File: config.mk
export PLATFORM = sky130hd
export DESIGN_NAME = alu_issue_stage
export DESIGN_NICKNAME = d
export VERILOG_FILES = /design/src/rtl/alu_issue_stage.sv
export SDC_FILE = /design/constraint.sdc
export NUM_CORES = 1
export LEC_CHECK = 0
export BUFFER_PORTS_ARGS = -buffer_cell sky130_fd_sc_hd__buf_2
export CORE_AREA = 5 5 143 145
export CTS_CLUSTER_SIZE = 16
export DETAILED_ROUTE_END_ITERATION = 6
export DIE_AREA = 0 0 148 150
export PLACE_DENSITY = 0.67
export SLEW_MARGIN = 20
export SYNTH_ARGS = -nofsm -noshare
export SYNTH_HDL_FRONTEND = slang
export SYNTH_SLANG_ARGS = --single-unit
File: constraint.sdc
create_clock -name clk_i -period 4.6 [get_ports clk_i]
set_input_delay 0.46 -clock clk_i [delete_from_list [all_inputs] [get_ports clk_i]]
set_output_delay 0.46 -clock clk_i [all_outputs]
set_load 0.005 [all_outputs]
File: src/rtl/alu_issue_stage.sv
// ID/EX issue stage for the ALU.
// It resolves the source operands from the register file, from forwarding paths, from the
// immediate or from the PC. It detects load-use hazards and registers the result for EX.

package alu_issue_pkg;
    typedef enum logic [3:0] {
        ALU_ADD  = 4'd0,
        ALU_SUB  = 4'd1,
        ALU_AND  = 4'd2,
        ALU_OR   = 4'd3,
        ALU_XOR  = 4'd4,
        ALU_SLL  = 4'd5,
        ALU_SRL  = 4'd6,
        ALU_SRA  = 4'd7,
        ALU_SLT  = 4'd8,
        ALU_SLTU = 4'd9
    } alu_opcode_e;
endpackage

module alu_issue_stage
    import alu_issue_pkg::*;
#(
    parameter int DATA_WIDTH     = 32,
    parameter int REG_ADDR_WIDTH = 5
) (
    input  logic                      clk_i,
    input  logic                      rst_i,
    input  logic                      flush_i,
    input  logic                      id_valid_i,
    output logic                      id_ready_o,
    input  alu_opcode_e               id_operator_i,
    input  logic [REG_ADDR_WIDTH-1:0] id_rs1_addr_i,
    input  logic [REG_ADDR_WIDTH-1:0] id_rs2_addr_i,
    input  logic [REG_ADDR_WIDTH-1:0] id_rd_addr_i,
    input  logic                      id_rd_we_i,
    input  logic                      id_is_load_i,
    input  logic                      id_use_imm_i,
    input  logic                      id_use_pc_i,
    input  logic [DATA_WIDTH-1:0]     id_imm_i,
    input  logic [DATA_WIDTH-1:0]     id_pc_i,
    input  logic [DATA_WIDTH-1:0]     rf_rs1_data_i,
    input  logic [DATA_WIDTH-1:0]     rf_rs2_data_i,
    input  logic [DATA_WIDTH-1:0]     ex_result_i,
    input  logic [REG_ADDR_WIDTH-1:0] mem_rd_addr_i,
    input  logic                      mem_rd_we_i,
    input  logic [DATA_WIDTH-1:0]     mem_rd_data_i,
    input  logic [REG_ADDR_WIDTH-1:0] wb_rd_addr_i,
    input  logic                      wb_rd_we_i,
    input  logic [DATA_WIDTH-1:0]     wb_rd_data_i,
    input  logic                      ex_ready_i,
    output logic                      ex_valid_o,
    output alu_opcode_e               ex_operator_o,
    output logic [DATA_WIDTH-1:0]     ex_operand_a_o,
    output logic [DATA_WIDTH-1:0]     ex_operand_b_o,
    output logic [DATA_WIDTH-1:0]     ex_store_data_o,
    output logic [REG_ADDR_WIDTH-1:0] ex_rd_addr_o,
    output logic                      ex_rd_we_o,
    output logic                      ex_is_load_o
);

    logic                      ex_valid_q,  ex_valid_d;
    alu_opcode_e               operator_q,  operator_d;
    logic [DATA_WIDTH-1:0]     operand_a_q, operand_a_d;
    logic [DATA_WIDTH-1:0]     operand_b_q, operand_b_d;
    logic [DATA_WIDTH-1:0]     store_q,     store_d;
    logic [REG_ADDR_WIDTH-1:0] rd_addr_q,   rd_addr_d;
    logic                      rd_we_q,     rd_we_d;
    logic                      is_load_q,   is_load_d;

    logic                      ex_fwd_en_s;
    logic                      load_use_s;
    logic                      id_ready_s;
    logic [DATA_WIDTH-1:0]     fwd_rs1_s;
    logic [DATA_WIDTH-1:0]     fwd_rs2_s;

    // Newest producer wins: EX, then MEM, then WB, then the register file. x0 is hardwired to zero.
    function automatic logic [DATA_WIDTH-1:0] resolve_src(
        input logic [REG_ADDR_WIDTH-1:0] rs,
        input logic [DATA_WIDTH-1:0]     rf_data,
        input logic                      ex_en,
        input logic [REG_ADDR_WIDTH-1:0] ex_rd,
        input logic [DATA_WIDTH-1:0]     ex_data,
        input logic                      mem_we,
        input logic [REG_ADDR_WIDTH-1:0] mem_rd,
        input logic [DATA_WIDTH-1:0]     mem_data,
        input logic                      wb_we,
        input logic [REG_ADDR_WIDTH-1:0] wb_rd,
        input logic [DATA_WIDTH-1:0]     wb_data
    );
        logic [DATA_WIDTH-1:0] val;
        if (rs == {REG_ADDR_WIDTH{1'b0}}) begin
            val = {DATA_WIDTH{1'b0}};
        end else if (ex_en && (ex_rd == rs)) begin
            val = ex_data;
        end else if (mem_we && (mem_rd == rs)) begin
            val = mem_data;
        end else if (wb_we && (wb_rd == rs)) begin
            val = wb_data;
        end else begin
            val = rf_data;
        end
        return val;
    endfunction

    // Operand resolution, load-use detection and the handshake back to the decoder.
    always_comb begin
        // A load result only exists after MEM, so a load in EX is never a forwarding source.
        ex_fwd_en_s = ex_valid_q && rd_we_q && !is_load_q;
        fwd_rs1_s   = resolve_src(id_rs1_addr_i, rf_rs1_data_i, ex_fwd_en_s, rd_addr_q, ex_result_i,
                                  mem_rd_we_i, mem_rd_addr_i, mem_rd_data_i,
                                  wb_rd_we_i, wb_rd_addr_i, wb_rd_data_i);
        fwd_rs2_s   = resolve_src(id_rs2_addr_i, rf_rs2_data_i, ex_fwd_en_s, rd_addr_q, ex_result_i,
                                  mem_rd_we_i, mem_rd_addr_i, mem_rd_data_i,
                                  wb_rd_we_i, wb_rd_addr_i, wb_rd_data_i);
        load_use_s  = ex_valid_q && is_load_q && rd_we_q && (rd_addr_q != {REG_ADDR_WIDTH{1'b0}}) &&
                      ((rd_addr_q == id_rs1_addr_i) ||
                       ((rd_addr_q == id_rs2_addr_i) && !id_use_imm_i));
        id_ready_s  = !flush_i && (!ex_valid_q || ex_ready_i) && !load_use_s;
    end

    // Next-state selection for the EX register: flush, hold, capture or bubble.
    always_comb begin
        ex_valid_d  = ex_valid_q;
        operator_d  = operator_q;
        operand_a_d = operand_a_q;
        operand_b_d = operand_b_q;
        store_d     = store_q;
        rd_addr_d   = rd_addr_q;
        rd_we_d     = rd_we_q;
        is_load_d   = is_load_q;
        if (flush_i) begin
            ex_valid_d = 1'b0;
        end else if (ex_valid_q && !ex_ready_i) begin
            ex_valid_d = 1'b1;
        end else if (id_valid_i && id_ready_s) begin
            ex_valid_d  = 1'b1;
            operator_d  = id_operator_i;
            operand_a_d = id_use_pc_i  ? id_pc_i  : fwd_rs1_s;
            operand_b_d = id_use_imm_i ? id_imm_i : fwd_rs2_s;
            store_d     = fwd_rs2_s;
            rd_addr_d   = id_rd_addr_i;
            rd_we_d     = id_rd_we_i;
            is_load_d   = id_is_load_i;
        end else begin
            ex_valid_d = 1'b0;
            rd_we_d    = 1'b0;
        end
    end

    // EX pipeline register with synchronous reset.
    always_ff @(posedge clk_i) begin
        if (rst_i) begin
            ex_valid_q  <= 1'b0;
            operator_q  <= ALU_ADD;
            operand_a_q <= {DATA_WIDTH{1'b0}};
            operand_b_q <= {DATA_WIDTH{1'b0}};
            store_q     <= {DATA_WIDTH{1'b0}};
            rd_addr_q   <= {REG_ADDR_WIDTH{1'b0}};
            rd_we_q     <= 1'b0;
            is_load_q   <= 1'b0;
        end else begin
            ex_valid_q  <= ex_valid_d;
            operator_q  <= operator_d;
            operand_a_q <= operand_a_d;
            operand_b_q <= operand_b_d;
            store_q     <= store_d;
            rd_addr_q   <= rd_addr_d;
            rd_we_q     <= rd_we_d;
            is_load_q   <= is_load_d;
        end
    end

    assign id_ready_o      = id_ready_s;
    assign ex_valid_o      = ex_valid_q;
    assign ex_operator_o   = operator_q;
    assign ex_operand_a_o  = operand_a_q;
    assign ex_operand_b_o  = operand_b_q;
    assign ex_store_data_o = store_q;
    assign ex_rd_addr_o    = rd_addr_q;
    assign ex_rd_we_o      = rd_we_q;
    assign ex_is_load_o    = is_load_q;

endmodule

==> metrics.cfg <==
[floorplan]
ioPinCount = 373
core_mm2 = 0.0191
die_h_um = 150
dieArea_mm2 = 0.0222
fp.dieW_um = 148
std_cell_rows = 51
initial_utilization = 0.364

[global_routing]
use_met3 = 0.0694
grt_max_degree = 69
grt_pass1_wl_mm = 46.3
grt_use_met1 = 0.325
grt_busiest_layer = met2
antenna_found_initial = 3
overflow = 0
grtUsageTotal = 0.268
met2_usage = 0.455
grt_pass1_vias = 8000

[worst_setup_path]
crit_fanout = 38
worstSetupStartpoint = ex_rd_addr_o[4]
cp-end-kind = flop
r2r_slack_ps = 1640
cp-start-kind = flop
crit_required_ps = 4890
worstReg2RegEnd = ex_store_data_o[13]
crit_type = flop to flop
reg2reg_from = ex_rd_addr_o[4]
reg2regPathDepth = 7
cp_data_arrival_time_ps = 3260

[sta]
min_period_over_period = 0.645
period_needed_ps = 2960
tightest_slew_ps = 1060
hold_viol = 0
clock_skew_ps = 11.3
rsz0062_at_grt = no
timing.final.max_slew_violations = 0
setup_viol = 0
clock.fmax_mhz = 337
setup_tns_ps = 0
slew_headroom = 0.292

[power]
p_comb_frac = 0.231
sw_frac_of_total = 0.294
powerDensity_mw_per_mm2 = 271
cell_internal_pwr_mw = 1.76
p_leak_nw = 4.06
p_clk_frac = 0.355
irDropWorstVdd_v = 0.000194
power_frac_seq = 0.414
power.net_switching_mw = 0.730

[clock_tree]
cts_resized = 0
cts_hold_buf = 0
cts_setup_buffers = 0
clock-sinks = 108
clk_pin_slew_ps = 80
clock_latency_ps = 360
clock_path_buffers = 2
cts_buffers = 9
cts-root-buf = clkbuf_16
cts_tree = done
h-tree-depth = 3

[min_path]
min_path_cells = 2
min_to = ex_valid_o
worstHoldStart = flush_i
hp-class = input pin to flop

[routing]
drcViolationCount = 16
totalWireLength_mm = 31.6
routedWlPerCell_um = 23.5
drt_iter0_markers = 819
vias = 8149
routed_via_density = 6.06
ant_nets = 0
drt_pass1_iterations = 7

[place]
gp_congestion = 0.884
placement.io_buffers = 372
hpwl_mm = 22.3

[yosys]
synth-main-ff-cell = dfxtp_1
syn-instance-count = 793
synth_edf_count = 0
ys_ff_latch = 108
avgSynthCellArea_um2 = 8.77
synth-async-reset-ratio = 0
synthesis.nets = 1057
synth_warnings = 0
synth-seq-area-share = 0.311
syn-cell-area_mm2 = 0.00695
synthDistinctLibCells = 44

[final_layout]
areaGrowthSynthToFinish_pct = 32.2
final_util = 0.482
nets = 1364
layout-drive-gt1-share = 0.406

[run_status]
violations = design-rule violations
outcome = finished with violations

[job]
cap_viol_max_count = 0

[synthesized netlist by cell type, drive strengths merged, types with 2 or more instances]
master	n	area [um2]
o22ai	32	200
nand3	2	10.0
nor2	114	430
a311oi	32	293
buf	37	269
nor3b	2	31.3
mux2i	51	510
dfxtp	108	2160
a211o	9	78.8
o211a	2	20.0
xor2	17	149
a22o	64	561
xnor2	13	114
a2bb2oi	2	23.8
mux2	32	360
nor3	3	15.0
a22oi	32	240
a222oi	32	320
nand3b	3	22.5
a211oi	32	240
a21oi	36	180
nor4	3	25.0
a311o	23	230
or4	2	15.0
or2	2	12.5
and2	2	12.5
clkbuf	50	188
nand2	48	180
[worst max path at each step]
| stage | endpoint | slack, ps | cells after the start |
|---|---|---|---|
| 2_1_floorplan | ex_operand_b_o[10] | 2420 | 8 |
| 3_3_place_gp | ex_operator_o[2] | 1400 | 7 |
| 3_5_place_dp | ex_store_data_o[18] | 1320 | 7 |
| 4_1_cts | ex_store_data_o[12] | 1630 | 7 |
| 5_1_grt | ex_store_data_o[13] | 1410 | 7 |
| 6_report | ex_store_data_o[13] | 1640 | 7 |
[cells in the final DEF (no fill, tap or decap), types with 2 or more instances in the layout]
cell and n:
nand2_1 48, nor2_1 109, a311oi_2 2, a311oi_1 30, a222oi_1 32, xor2_1 17
nand3b_1 3, mux2i_1 51, o22ai_1 32, buf_2 371, a211oi_1 32, or2_2 2
nor3b_4 2, a22o_1 64, a22oi_1 32, bufinv_16 2, buf_12 2, clkbuf_16 9
a21oi_1 36, dfxtp_1 108, a311o_1 23, xnor2_1 13, nor4_1 2, buf_4 9
nor2_2 2, mux2_2 32, nor3_1 3, or4_1 2, a211o_1 9, diode_2 2
nor2_4 3
[stage by stage]
step / power, mW / hold slack [ps] / area [um2] / setup slack, ps / std cells
global route: 2.59 / 269 / 9190 / 1410 / 1345
global placement: 1.61 / 458 / 8830 / 1400 / 1326
floorplan: 1.33 / 474 / 6950 / 2420 / 793
detailed placement: 1.62 / 459 / 8830 / 1320 / 1326
CTS: 2.49 / 265 / 9160 / 1630 / 1342
finish: 2.49 / 281 / 9190 / 1640 / 1345
[cell type report]
type | instances | area (um2)
fill | 1891 | 9890
sequential | 108 | 2160
clock inverter | 5 | 82.6
multi-input combinational | 597 | 4400
inverter | 1 | 3.75
tap | 238 | 298
clock buffer | 11 | 243
antenna | 2 | 5.00
timing repair buffer | 383 | 1990
[sequential cells by signal, summed over array words and instances, names as in the netlist]
name and flops:
ex_rd_we_o 1, ex_operand_b_o 32, ex_valid_o 1, ex_operator_o 4, ex_rd_addr_o 5, ex_is_load_o 1, ex_store_data_o 32, ex_operand_a_o 32
[routing by layer]
layer	vias to the layer above	wire length [um]
li1	3727	-
met2	489	15400
met1	3859	12200
met3	72	3160
met5	-	7
met4	2	820
[power groups by stage]
| stage | combinational (mW) | sequential, mW | clock (mW) |
|---|---|---|---|
| final | 0.575 | 1.03 | 0.882 |
| after global routing | 0.624 | 1.04 | 0.931 |
| after CTS | 0.568 | 1.03 | 0.893 |
| after detailed placement | 0.566 | 1.05 | 0 |
| after global placement | 0.559 | 1.05 | 0 |
| after floorplan | 0.278 | 1.05 | 0 |
[worst max-delay path, cell delays in order (launching register included)]
cell,delay [ps]
dfxtp_1,460
xnor2_1,150
nand3_1,320
a2bb2oi_1,270
o211a_4,420
buf_4,330
nor2_4,670
a22o_1,250
[logic make-up (layout without fill, tap and decap cells)]
kind of cell | Yosys count | after routing | synth area share
mux | 83 | 83 | 0.125
buf+inv | 88 | 400 | 0.0662
xor+xnor | 30 | 30 | 0.0378
simple gates | 184 | 184 | 0.111
compound gates | 300 | 300 | 0.348
flops | 108 | 108 | 0.311
other cells | 0 | 2 | 0
Power figures use the tool's default switching activity.
